File: src/rtl/datapath_mc_if.sv
// datapath_mc_if: instruction handshake, memory port, flags and debug
// read bundle between the control unit / memory and datapath_mc.
interface datapath_mc_if #(
  parameter int NBIT = 16,
  parameter int AW   = 3
);
  logic            valid_in;
  logic            ready;
  logic [AW-1:0]   DR;
  logic [AW-1:0]   SA;
  logic [AW-1:0]   SB;
  logic [3:0]      FS;
  logic            MB;
  logic            MD;
  logic            MW;
  logic            RW;
  logic [NBIT-1:0] const_in;
  logic            mem_req;
  logic            mem_we;
  logic [NBIT-1:0] mem_addr;
  logic [NBIT-1:0] mem_wdata;
  logic [NBIT-1:0] mem_rdata;
  logic            mem_ack;
  logic            done;
  logic            V;
  logic            C;
  logic            N;
  logic            Z;
  logic            err;
  logic [AW-1:0]   dbg_sel;
  logic [NBIT-1:0] dbg_data;

  modport master (
    output valid_in, DR, SA, SB, FS, MB, MD, MW, RW, const_in,
    output mem_rdata, mem_ack, dbg_sel,
    input  ready, mem_req, mem_we, mem_addr, mem_wdata,
    input  done, V, C, N, Z, err, dbg_data
  );

  modport slave (
    input  valid_in, DR, SA, SB, FS, MB, MD, MW, RW, const_in,
    input  mem_rdata, mem_ack, dbg_sel,
    output ready, mem_req, mem_we, mem_addr, mem_wdata,
    output done, V, C, N, Z, err, dbg_data
  );
endinterface

File: src/rtl/datapath_mc.sv
// datapath_mc: multi-cycle register-file datapath with function unit,
// registered flags and req/ack memory port. MEM_TIMEOUT_EN adds mem wait limit.
module datapath_mc #(
  parameter int NBIT    = 16,
  parameter int NREG    = 8,
  parameter int AW      = 3,
  parameter int TIMEOUT = 255
) (
  input logic           clk_main,
  input logic           reset,
  datapath_mc_if.slave  bus
);
  localparam logic [1:0] S_IDLE = 2'd0;
  localparam logic [1:0] S_EXEC = 2'd1;
  localparam logic [1:0] S_MEM  = 2'd2;

  logic [1:0]      state_q;
  logic [AW-1:0]   dr_q, sa_q, sb_q;
  logic [3:0]      fs_q;
  logic            mb_q, md_q, mw_q, rw_q;
  logic [NBIT-1:0] k_q;
  logic [NBIT-1:0] rf_q [NREG];
  logic [3:0]      flg_q;
  logic            req_q, we_q, done_q, err_q;
  logic [NBIT-1:0] addr_q, wdata_q;

`ifdef MEM_TIMEOUT_EN
  localparam int CW = (TIMEOUT < 2) ? 1 : $clog2(TIMEOUT);
  logic [CW-1:0] cnt_q;
`endif

  logic [NBIT-1:0] a_w, b_w, bop, f_w;
  logic [NBIT:0]   sum;
  logic            cin, c_w, v_w;

  // function unit: adder ops at NBIT+1 for carry, others decoded on FS[2:0]
  always_comb begin
    a_w = rf_q[sa_q];
    b_w = mb_q ? k_q : rf_q[sb_q];
    bop = '0;
    cin = 1'b0;
    unique case (fs_q)
      4'b0001: cin = 1'b1;
      4'b0010: bop = b_w;
      4'b0011: begin bop = b_w; cin = 1'b1; end
      4'b0100: bop = ~b_w;
      4'b0101: begin bop = ~b_w; cin = 1'b1; end
      4'b0110: bop = '1;
      default: ;
    endcase
    sum = {1'b0, a_w} + {1'b0, bop} + {{NBIT{1'b0}}, cin};
    f_w = sum[NBIT-1:0];
    c_w = sum[NBIT];
    v_w = (a_w[NBIT-1] == bop[NBIT-1]) &&
          (sum[NBIT-1] != a_w[NBIT-1]);
    if (fs_q[3]) begin
      c_w = 1'b0;
      v_w = 1'b0;
      unique case (fs_q[2:0])
        3'b000: f_w = a_w & b_w;
        3'b001: f_w = a_w | b_w;
        3'b010: f_w = a_w ^ b_w;
        3'b011: f_w = ~a_w;
        3'b101: begin
          f_w = {1'b0, b_w[NBIT-1:1]};
          c_w = b_w[0];
        end
        3'b110: begin
          f_w = {b_w[NBIT-2:0], 1'b0};
          c_w = b_w[NBIT-1];
        end
        default: f_w = b_w;
      endcase
    end
  end

  // FSM, instruction latch, flags, memory port and register file
  always_ff @(posedge clk_main or posedge reset) begin
    if (reset) begin
      state_q <= S_IDLE;
      dr_q    <= '0;
      sa_q    <= '0;
      sb_q    <= '0;
      fs_q    <= '0;
      mb_q    <= 1'b0;
      md_q    <= 1'b0;
      mw_q    <= 1'b0;
      rw_q    <= 1'b0;
      k_q     <= '0;
      flg_q   <= '0;
      req_q   <= 1'b0;
      we_q    <= 1'b0;
      addr_q  <= '0;
      wdata_q <= '0;
      done_q  <= 1'b0;
      err_q   <= 1'b0;
`ifdef MEM_TIMEOUT_EN
      cnt_q   <= '0;
`endif
      for (int i = 0; i < NREG; i++) rf_q[i] <= '0;
    end else begin
      done_q <= 1'b0;
      unique case (state_q)
        S_IDLE: begin
          if (bus.valid_in) begin
            dr_q    <= bus.DR;
            sa_q    <= bus.SA;
            sb_q    <= bus.SB;
            fs_q    <= bus.FS;
            mb_q    <= bus.MB;
            md_q    <= bus.MD;
            mw_q    <= bus.MW;
            rw_q    <= bus.RW;
            k_q     <= bus.const_in;
            state_q <= S_EXEC;
          end
        end
        S_EXEC: begin
          flg_q <= {v_w, c_w, f_w[NBIT-1], f_w == '0};
          if (mw_q || md_q) begin
            addr_q  <= a_w;
            wdata_q <= b_w;
            we_q    <= mw_q;
            req_q   <= 1'b1;
`ifdef MEM_TIMEOUT_EN
            cnt_q   <= '0;
`endif
            state_q <= S_MEM;
          end else begin
            if (rw_q) rf_q[dr_q] <= f_w;
            done_q  <= 1'b1;
            state_q <= S_IDLE;
          end
        end
        S_MEM: begin
          if (bus.mem_ack) begin
            req_q <= 1'b0;
            if (!mw_q && rw_q) rf_q[dr_q] <= bus.mem_rdata;
            done_q  <= 1'b1;
            state_q <= S_IDLE;
`ifdef MEM_TIMEOUT_EN
          end else if (cnt_q == CW'(TIMEOUT - 1)) begin
            req_q   <= 1'b0;
            err_q   <= 1'b1;
            done_q  <= 1'b1;
            state_q <= S_IDLE;
          end else begin
            cnt_q <= cnt_q + 1'b1;
`endif
          end
        end
        default: state_q <= S_IDLE;
      endcase
    end
  end

  assign bus.ready     = (state_q == S_IDLE);
  assign bus.mem_req   = req_q;
  assign bus.mem_we    = we_q;
  assign bus.mem_addr  = addr_q;
  assign bus.mem_wdata = wdata_q;
  assign bus.done      = done_q;
  assign bus.V         = flg_q[3];
  assign bus.C         = flg_q[2];
  assign bus.N         = flg_q[1];
  assign bus.Z         = flg_q[0];
  assign bus.dbg_data  = rf_q[bus.dbg_sel];
`ifdef MEM_TIMEOUT_EN
  assign bus.err = err_q;
`else
  assign bus.err = 1'b0;
`endif
endmodule

File: src/flat_wrapper.sv
// flat-port wrapper written by rule: the top's interface ports become plain ports
module datapath_mc_flat 
#(
  parameter int NBIT    = 16,
  parameter int NREG    = 8,
  parameter int AW      = 3,
  parameter int TIMEOUT = 255
)
  (clk_main, reset, bus_valid_in, bus_DR, bus_SA, bus_SB, bus_FS, bus_MB, bus_MD, bus_MW, bus_RW, bus_const_in, bus_mem_rdata, bus_mem_ack, bus_dbg_sel, bus_ready, bus_mem_req, bus_mem_we, bus_mem_addr, bus_mem_wdata, bus_done, bus_V, bus_C, bus_N, bus_Z, bus_err, bus_dbg_data);
  datapath_mc_if #(.NBIT(NBIT), .AW(AW)) bus_i ();
  input logic clk_main;
  input logic reset;
  input wire logic [$bits(bus_i.valid_in)-1:0] bus_valid_in;
  input wire logic [$bits(bus_i.DR)-1:0] bus_DR;
  input wire logic [$bits(bus_i.SA)-1:0] bus_SA;
  input wire logic [$bits(bus_i.SB)-1:0] bus_SB;
  input wire logic [$bits(bus_i.FS)-1:0] bus_FS;
  input wire logic [$bits(bus_i.MB)-1:0] bus_MB;
  input wire logic [$bits(bus_i.MD)-1:0] bus_MD;
  input wire logic [$bits(bus_i.MW)-1:0] bus_MW;
  input wire logic [$bits(bus_i.RW)-1:0] bus_RW;
  input wire logic [$bits(bus_i.const_in)-1:0] bus_const_in;
  input wire logic [$bits(bus_i.mem_rdata)-1:0] bus_mem_rdata;
  input wire logic [$bits(bus_i.mem_ack)-1:0] bus_mem_ack;
  input wire logic [$bits(bus_i.dbg_sel)-1:0] bus_dbg_sel;
  output wire logic [$bits(bus_i.ready)-1:0] bus_ready;
  output wire logic [$bits(bus_i.mem_req)-1:0] bus_mem_req;
  output wire logic [$bits(bus_i.mem_we)-1:0] bus_mem_we;
  output wire logic [$bits(bus_i.mem_addr)-1:0] bus_mem_addr;
  output wire logic [$bits(bus_i.mem_wdata)-1:0] bus_mem_wdata;
  output wire logic [$bits(bus_i.done)-1:0] bus_done;
  output wire logic [$bits(bus_i.V)-1:0] bus_V;
  output wire logic [$bits(bus_i.C)-1:0] bus_C;
  output wire logic [$bits(bus_i.N)-1:0] bus_N;
  output wire logic [$bits(bus_i.Z)-1:0] bus_Z;
  output wire logic [$bits(bus_i.err)-1:0] bus_err;
  output wire logic [$bits(bus_i.dbg_data)-1:0] bus_dbg_data;
  assign bus_i.valid_in = bus_valid_in;
  assign bus_i.DR = bus_DR;
  assign bus_i.SA = bus_SA;
  assign bus_i.SB = bus_SB;
  assign bus_i.FS = bus_FS;
  assign bus_i.MB = bus_MB;
  assign bus_i.MD = bus_MD;
  assign bus_i.MW = bus_MW;
  assign bus_i.RW = bus_RW;
  assign bus_i.const_in = bus_const_in;
  assign bus_i.mem_rdata = bus_mem_rdata;
  assign bus_i.mem_ack = bus_mem_ack;
  assign bus_i.dbg_sel = bus_dbg_sel;
  assign bus_ready = bus_i.ready;
  assign bus_mem_req = bus_i.mem_req;
  assign bus_mem_we = bus_i.mem_we;
  assign bus_mem_addr = bus_i.mem_addr;
  assign bus_mem_wdata = bus_i.mem_wdata;
  assign bus_done = bus_i.done;
  assign bus_V = bus_i.V;
  assign bus_C = bus_i.C;
  assign bus_N = bus_i.N;
  assign bus_Z = bus_i.Z;
  assign bus_err = bus_i.err;
  assign bus_dbg_data = bus_i.dbg_data;
  datapath_mc #(.NBIT(NBIT), .NREG(NREG), .AW(AW), .TIMEOUT(TIMEOUT)) u_core (.clk_main(clk_main), .reset(reset), .bus(bus_i));
endmodule
File: config.mk
export PLATFORM = sky130hd
export DESIGN_NAME = datapath_mc_flat
export DESIGN_NICKNAME = d
export VERILOG_FILES = /design/src/rtl/datapath_mc_if.sv /design/src/rtl/datapath_mc.sv /design/src/flat_wrapper.sv
export SDC_FILE = /design/constraint.sdc
export NUM_CORES = 1
export LEC_CHECK = 0
export ABC_AREA = 0
export ABC_CLOCK_PERIOD_IN_PS = 7400
export CORE_MARGIN = 1.5
export CORE_UTILIZATION = 53
export CTS_CLUSTER_SIZE = 12
export DETAILED_ROUTE_END_ITERATION = 8
export PLACE_DENSITY = 0.77
export SKIP_LAST_GASP = 1
export SLEW_MARGIN = 20
export SYNTH_ARGS = -nofsm -noshare
export SYNTH_HDL_FRONTEND = slang
export SYNTH_SLANG_ARGS = --single-unit
File: constraint.sdc
create_clock -name clk_main -period 7.4 [get_ports clk_main]
set_input_delay 1.48 -clock clk_main [delete_from_list [all_inputs] [get_ports clk_main]]
set_output_delay 1.48 -clock clk_main [all_outputs]
set_load 0.005 [all_outputs]
==> results of run 1 <==
-- logic make-up after synthesis --
| kind of cell | Yosys count | share of synthesized area, % |
|---|---|---|
| other cells | 1 | 0.02791 |
| mux | 224 | 26.94 |
| flops | 202 | 37.63 |
| xor+xnor | 6 | 0.3912 |
| buf+inv | 152 | 4.880 |
| simple gates | 297 | 10.04 |
| compound gates | 334 | 15.13 |
| fa+ha+maj | 52 | 4.955 |
-- worst max-delay path: cells and delay by family, from the launching register on --
family                     cells  cell delay, ps
adders and majority gates      2             670
and+or+nand+nor                4            1000
muxes                          4            1690
buffers and inverters          1              80
AOI/OAI and AO/OA              6            1490
DFF                            1             700
-- through the flow --
stage / utilization [%] / instance area (um^2)
floorplan: - / 13430
global placement: 58.89 / 14740
detailed placement: 58.89 / 14740
CTS: 61.74 / 15460
global route: 61.77 / 15460
finish: 61.77 / 15460
-- final timing paths --
kind	start	to	slack (ps)	cells past startpoint
min in group asynchronous	reset	u_core.bus.mem_addr[4]	1460	2
setup / recovery	u_core.sb_q[1]	u_core.rf_q[110]	1660	17
setup reg to reg	u_core.sb_q[1]	u_core.rf_q[110]	1660	17
hold reg to reg	u_core.bus.mem_wdata[12]	u_core.bus.mem_wdata[12]	480	2
hold / removal	u_core.bus.mem_wdata[12]	u_core.bus.mem_wdata[12]	480	2
max in group asynchronous	reset	u_core.k_q[14]	4770	3
-- synthesized netlist by cell type (9+ instances only) --
cell      instances
or3_1             9
mux2i_1          29
nand2_1         124
buf_1            10
nand3_1          16
mux2_2           98
clkbuf_1         55
a21oi_1          87
buf_2            17
o21ai_0         128
o22ai_1          13
ha_1             50
mux4_1           11
nor2_1           86
mux4_2           85
dfrtp_1         202
inv_1            58
-- per-layer routing --
metal  routed length [um]  vias to the layer above  GRT usage [%]
li1                     -                     4852              -
met1                15080                     5516          39.83
met2                18750                      639          49.90
met3                 4049                      134          6.639
met4                 1797                        0          14.39
met5                    0                        -              0
-- registers in the layout (all words and copies together) (netlist names) --
signal and flops:
u_core.rf_q 128, u_core.bus.mem_addr 16, u_core.bus.mem_wdata 16, u_core.k_q 16, u_core.flg_q 4, u_core.fs_q 4
u_core.dr_q 3, u_core.sa_q 3, u_core.sb_q 3, u_core.state_q 2, u_core.bus.done 1, u_core.bus.mem_req 1
u_core.bus.mem_we 1, u_core.mb_q 1, u_core.md_q 1, u_core.mw_q 1, u_core.rw_q 1
-- area by class of cell --
| cell class | count | area, um^2 |
|---|---|---|
| clock buffer | 33 | 653.1 |
| tap | 330 | 412.9 |
| timing repair buffer | 137 | 1301 |
| fill | 2008 | 9572 |
| sequential | 202 | 5055 |
| clock inverter | 6 | 61.31 |
| multi-input combinational | 914 | 7744 |
| inverter | 60 | 237.7 |
==> key figures, run 1 <==
Critical path
  – Endpoint class of the critical path: register
  – Setup CP Type: reg -> reg
  – Critical-path top delay cell: dfrtp_1
  – CP peak stage delay: about 700 ps
  – Ordered list of cells on the worst path: mux4_1, mux2_2, mux2i_1, a21oi_1, nor2_1, fa_1, inv_1, fa_1, nor2b_1, o31a_1, o21ai_1, a311oi_1, nor4bb_1, or3b_2, a311oi_1, a21oi_1, mux2_2
  – Crit path arrival time: around 6000 ps
  – CP Max Fanout: 11
  – Worst Setup Start Kind: register
  – Req. time, crit path: 7790 ps

STA
  – Fin crit period: between 5000 and 6000 ps
  – Slew HR: 21.50%
  – Smallest hold slack: approximately 480 ps
  – PnR worst setup slack: around 1700 ps
  – Setup TNS: 0 ps
  – Clk_skew: between 10 and 15 ps
  – Pins Over Slew Limit: 0
  – Unrepaired setup endpoints after global routing: no
  – Hold Violations, Final: 0
  – Tcrit/Tclk final: approximately 78%
  – Fmax: about 170 MHz
  – Final Setup Violations: 0
  – Worst-margin pin slew: about 1200 ps

Global route
  – Initial antenna violation count: 0
  – First-pass GRT wire length: just over 60000 um
  – Largest net degree at the start of global routing: approximately 150
  – Remaining Overflow, GRT: 0
  – GRT Resource Usage Total: between 30 and 40%
  – Number of global-route vias before repair: about 11k

Yosys
  – Commonest register cell after synthesis: dfrtp_1
  – Number of synthesized register bits: slightly above 200
  – Cell area after synthesis: 13430 um^2
  – Netlist cell types: 80
  – Synth area leader: dfrtp_1
  – Yosys top cell area share: 37.63%
  – Post-synthesis cell count: 1268
  – Post-Syn Nets: 1376
  – EDFF count, synth: 0
  – Mean area per synthesized cell: between 10 and 15 um^2
  – Synth warnings: 0
  – Seq/Total Area, Yosys: a little under two fifths
  – Fraction of synthesis flops using an asynchronous set or reset pin: between 90% and 100%
  – Synth area leaders: dfrtp_1 38%, mux4_2 14%, mux2_2 8.2%

Clock tree
  – CTS Buffer Depth: 3
  – CTS tree: built
  – Postcts setup bufs: 0
  – Total CTS buffers: 23
  – # clock sinks: a little over 200
  – Post-CTS Resized: 0
  – CTS Hold Bufs: 0
  – Worst-path clk slew: about 60 ps
  – Clock Tree Root: clkbuf_16
  – Worst-Skew Late Latency: about 520 ps
  – CTS H-tree depth: 1

Route
  – ANT nets after route: 0
  – Detailed Route Iter0 Violations: approximately 1.1k
  – Drt wl/cell: 23.59 um
  – Drt drc: 0
  – Vias: 11.14k
  – Vias per cell: between 6 and 7
  – WL final: approximately 40000 um
  – Drt pass-1 iters: 5

Final layout
  – Final cell count without fillers: between 1.5k and 2k
  – Most frequent cells in the layout: 202 x dfrtp_1, 127 x o21ai_0, 123 x nand2_1
  – Fraction of layout cells with a size suffix above 1: approximately 20%
  – Synth-to-layout area growth: 15.12%
  – Nets: around 1.4k
  – Most common cell after layout, fill and taps aside: dfrtp_1
  – N_diodes: 0

Floorplanning
  – Die height: 162.2 um
  – Initial Util: between 50 and 60%
  – Die width: 162.2 um
  – Placeable Area: 25040 um^2
  – Ports: 113
  – Num rows: 58
  – Full die area: ~26000 um^2

Placement
  – Placer Congestion: 0.9681
  – DP HPWL: roughly 28000 um
  – Count of buffers from port buffering: 111
  – Placed cells: between 1.5k and 2k
  – Dpl ws: ~1800 ps

Hold path
  – Worst min-delay path class: reg -> reg

Run status
  – Outcome: finished, final reports clean

Flow run
  – Max-Cap Viols: 0
Power of run 1 is not shown: default switching activity piles up to over one toggle a cycle in this logic, so the estimate is an artifact.
==> inputs of run 2 (changes only) <==
--- a/config.mk
+++ b/config.mk
@@ -6,12 +6,12 @@
 export NUM_CORES = 1
 export LEC_CHECK = 0
 export ABC_AREA = 0
-export ABC_CLOCK_PERIOD_IN_PS = 7400
+export ABC_CLOCK_PERIOD_IN_PS = 5400
 export CORE_MARGIN = 1.5
 export CORE_UTILIZATION = 53
 export CTS_CLUSTER_SIZE = 12
 export DETAILED_ROUTE_END_ITERATION = 8
-export PLACE_DENSITY = 0.77
+export PLACE_DENSITY = 0.74
 export SKIP_LAST_GASP = 1
 export SLEW_MARGIN = 20
 export SYNTH_ARGS = -nofsm -noshare
==> constraint.sdc (replaced) <==
create_clock -name clk_main -period 5.4 [get_ports clk_main]
set_input_delay 1.08 -clock clk_main [delete_from_list [all_inputs] [get_ports clk_main]]
set_output_delay 1.08 -clock clk_main [all_outputs]
set_load 0.005 [all_outputs]
==> key figures, run 2 (same netlist as run 1, synthesis figures left out) <==
Clock tree
  – Worst-path clk slew: 60 ps
  – CTS Hold Bufs: 0
  – Worst-Skew Late Latency: 530 ps
  – CTS tree: built
  – Total CTS buffers: 24
  – Clock Tree Root: clkbuf_16
  – CTS H-tree depth: 1
  – # clock sinks: about 200
  – CTS Buffer Depth: 3
  – Postcts setup bufs: 0

STA
  – Slew HR: approximately 28%
  – Setup TNS: 0 ps
  – Fmax: ~190 MHz
  – Clk_skew: 13.73 ps
  – Worst-margin pin slew: between 1000 and 1500 ps
  – Final Setup Violations: 0
  – Hold Violations, Final: 0
  – Tcrit/Tclk final: 96.02%
  – Unrepaired setup endpoints after global routing: no
  – Fin crit period: about 5200 ps
  – Pins Over Slew Limit: 0

Critical path
  – Worst Setup Start Kind: register
  – Worst path bufs/invs: 1
  – Req. time, crit path: 5840 ps
  – Crit path arrival time: about 5600 ps
  – Setup CP Type: reg -> reg
  – CP Max Fanout: 3
  – Critical-path top delay cell: mux4_1
  – R2R Path Start: u_core.sb_q[2]
  – Ordered list of cells on the worst path: mux4_1, mux2_2, mux2i_2, a21oi_1, nor2_1, fa_1, inv_1, fa_1, nor2b_1, o31a_1, o21ai_1, a311oi_1, nor4bb_1, or3b_2, a311o_1, or4_1, o21ai_1
  – Start point of the critical path: u_core.sb_q[2]
  – CP peak stage delay: roughly 560 ps
  – Endpoint class of the critical path: register
  – CP delay by family, top: compound AO/OA/AOI/OAI gates

Route
  – Highest Signal Layer: met4
  – Vias: 11.12k
  – WL met2: approximately 19000 um
  – Detailed Route Iter0 Violations: 974
  – Vias per cell: 6.524
  – Drt wl/cell: 23.51 um
  – Met3 WL post-DR: between 3000 and 4000 um
  – Met1 WL: ~16000 um
  – ANT nets after route: 0
  – WL final: 40080 um
  – Drt pass-1 iters: 6
  – Drt drc: 0

Final layout
  – Most common cell after layout, fill and taps aside: dfrtp_1
  – Nets: 1470
  – N_diodes: 0
  – Largest reg by FF count: u_core.rf_q
  – Fraction of layout cells with a size suffix above 1: 21.60%
  – Synth-to-layout area growth: 17.01%
  – Most frequent cells in the layout: 202 x dfrtp_1, 126 x o21ai_0, 121 x nand2_1
  – Max FFs per register: about 130

Hold path
  – Worst min-delay path class: reg -> reg
  – Worst hold start: u_core.bus.mem_addr[8]

Floorplanning
  – Full die area: approximately 26000 um^2
  – Die width: 162.2 um
  – Initial Util: 53.66%
  – Ports: 113
  – Num rows: 58
  – Placeable Area: 25040 um^2
  – Die height: between 150 and 200 um

Placement
  – DP HPWL: approximately 28000 um
  – Count of buffers from port buffering: between 100 and 150
  – Placer Congestion: slightly below 1

Global route
  – Remaining Overflow, GRT: 0
  – GRT Resource Usage Total: a little under a third
  – First-pass GRT wire length: 61960 um
  – Largest net degree at the start of global routing: between 100 and 150
  – Initial antenna violation count: 0
  – Number of global-route vias before repair: about 11k

Flow run
  – Max-Cap Viols: 0

Run status
  – Outcome: finished, final reports clean
-- run 2: cell count changes in the layout (fill, tap and decap cells not counted), moves of 2 or more --
| cell | change |
|---|---|
| buf_4 | +19 |
| buf_12 | +4 |
| clkbuf_8 | -3 |
| clkbuf_16 | +2 |
| nand2_1 | -2 |
| nand2_2 | +2 |
-- run 2: final timing paths --
path,endpoint,slack (ps),cells after the start
worst min-delay path,u_core.bus.mem_addr[8],480,2
max in group asynchronous,u_core.rf_q[61],3200,3
worst min register to register,u_core.bus.mem_addr[8],480,2
worst max register to register,u_core.flg_q[0],210,17
min in group asynchronous,u_core.bus.mem_addr[6],1120,2
worst max-delay path,u_core.flg_q[0],210,17
-- run 2: layout make-up --
| cell class | instances | area (um^2) |
|---|---|---|
| Fill cell | 2013 | 9318 |
| Clock inverter | 6 | 80.08 |
| Inverter | 60 | 229.0 |
| Multi-Input combinational cell | 914 | 7752 |
| Clock buffer | 33 | 665.6 |
| Timing Repair Buffer | 160 | 1524 |
| Tap cell | 330 | 412.9 |
| Sequential cell | 202 | 5055 |
-- run 2: tightest hold or removal path, stage by stage (launching register included) --
cell and delay, ps:
dfrtp_1 330, nand2_1 40, o21ai_0 60
-- run 2: timing repair --
action,CTS,global route
hold endpoints to repair,0,0
resized for setup,0,2
setup endpoints to repair,0,1
-- run 2: per-layer routing --
layer  up-vias  track usage (%)
met5         -                0
met4         0            12.30
met3       102            5.286
met2       609            50.10
met1      5512            41.32
li1       4901                -
-- run 2: through the flow --
step / hold WS (ps) / util, % / instances / area [um^2] / worst slack, ps
finish: 478.0 / 62.78 / 1705 / 15720 / 214.7
global route: 498.8 / 62.78 / 1705 / 15720 / 16.65
CTS: 484.0 / 62.75 / 1705 / 15710 / 296.2
detailed placement: 471.7 / 59.77 / 1666 / 14960 / 351.3
global placement: 461.2 / 59.76 / 1666 / 14960 / 386.7
floorplan: 470.1 / - / 1268 / 13440 / 611.6
Power of run 2 is left out for the same reason.
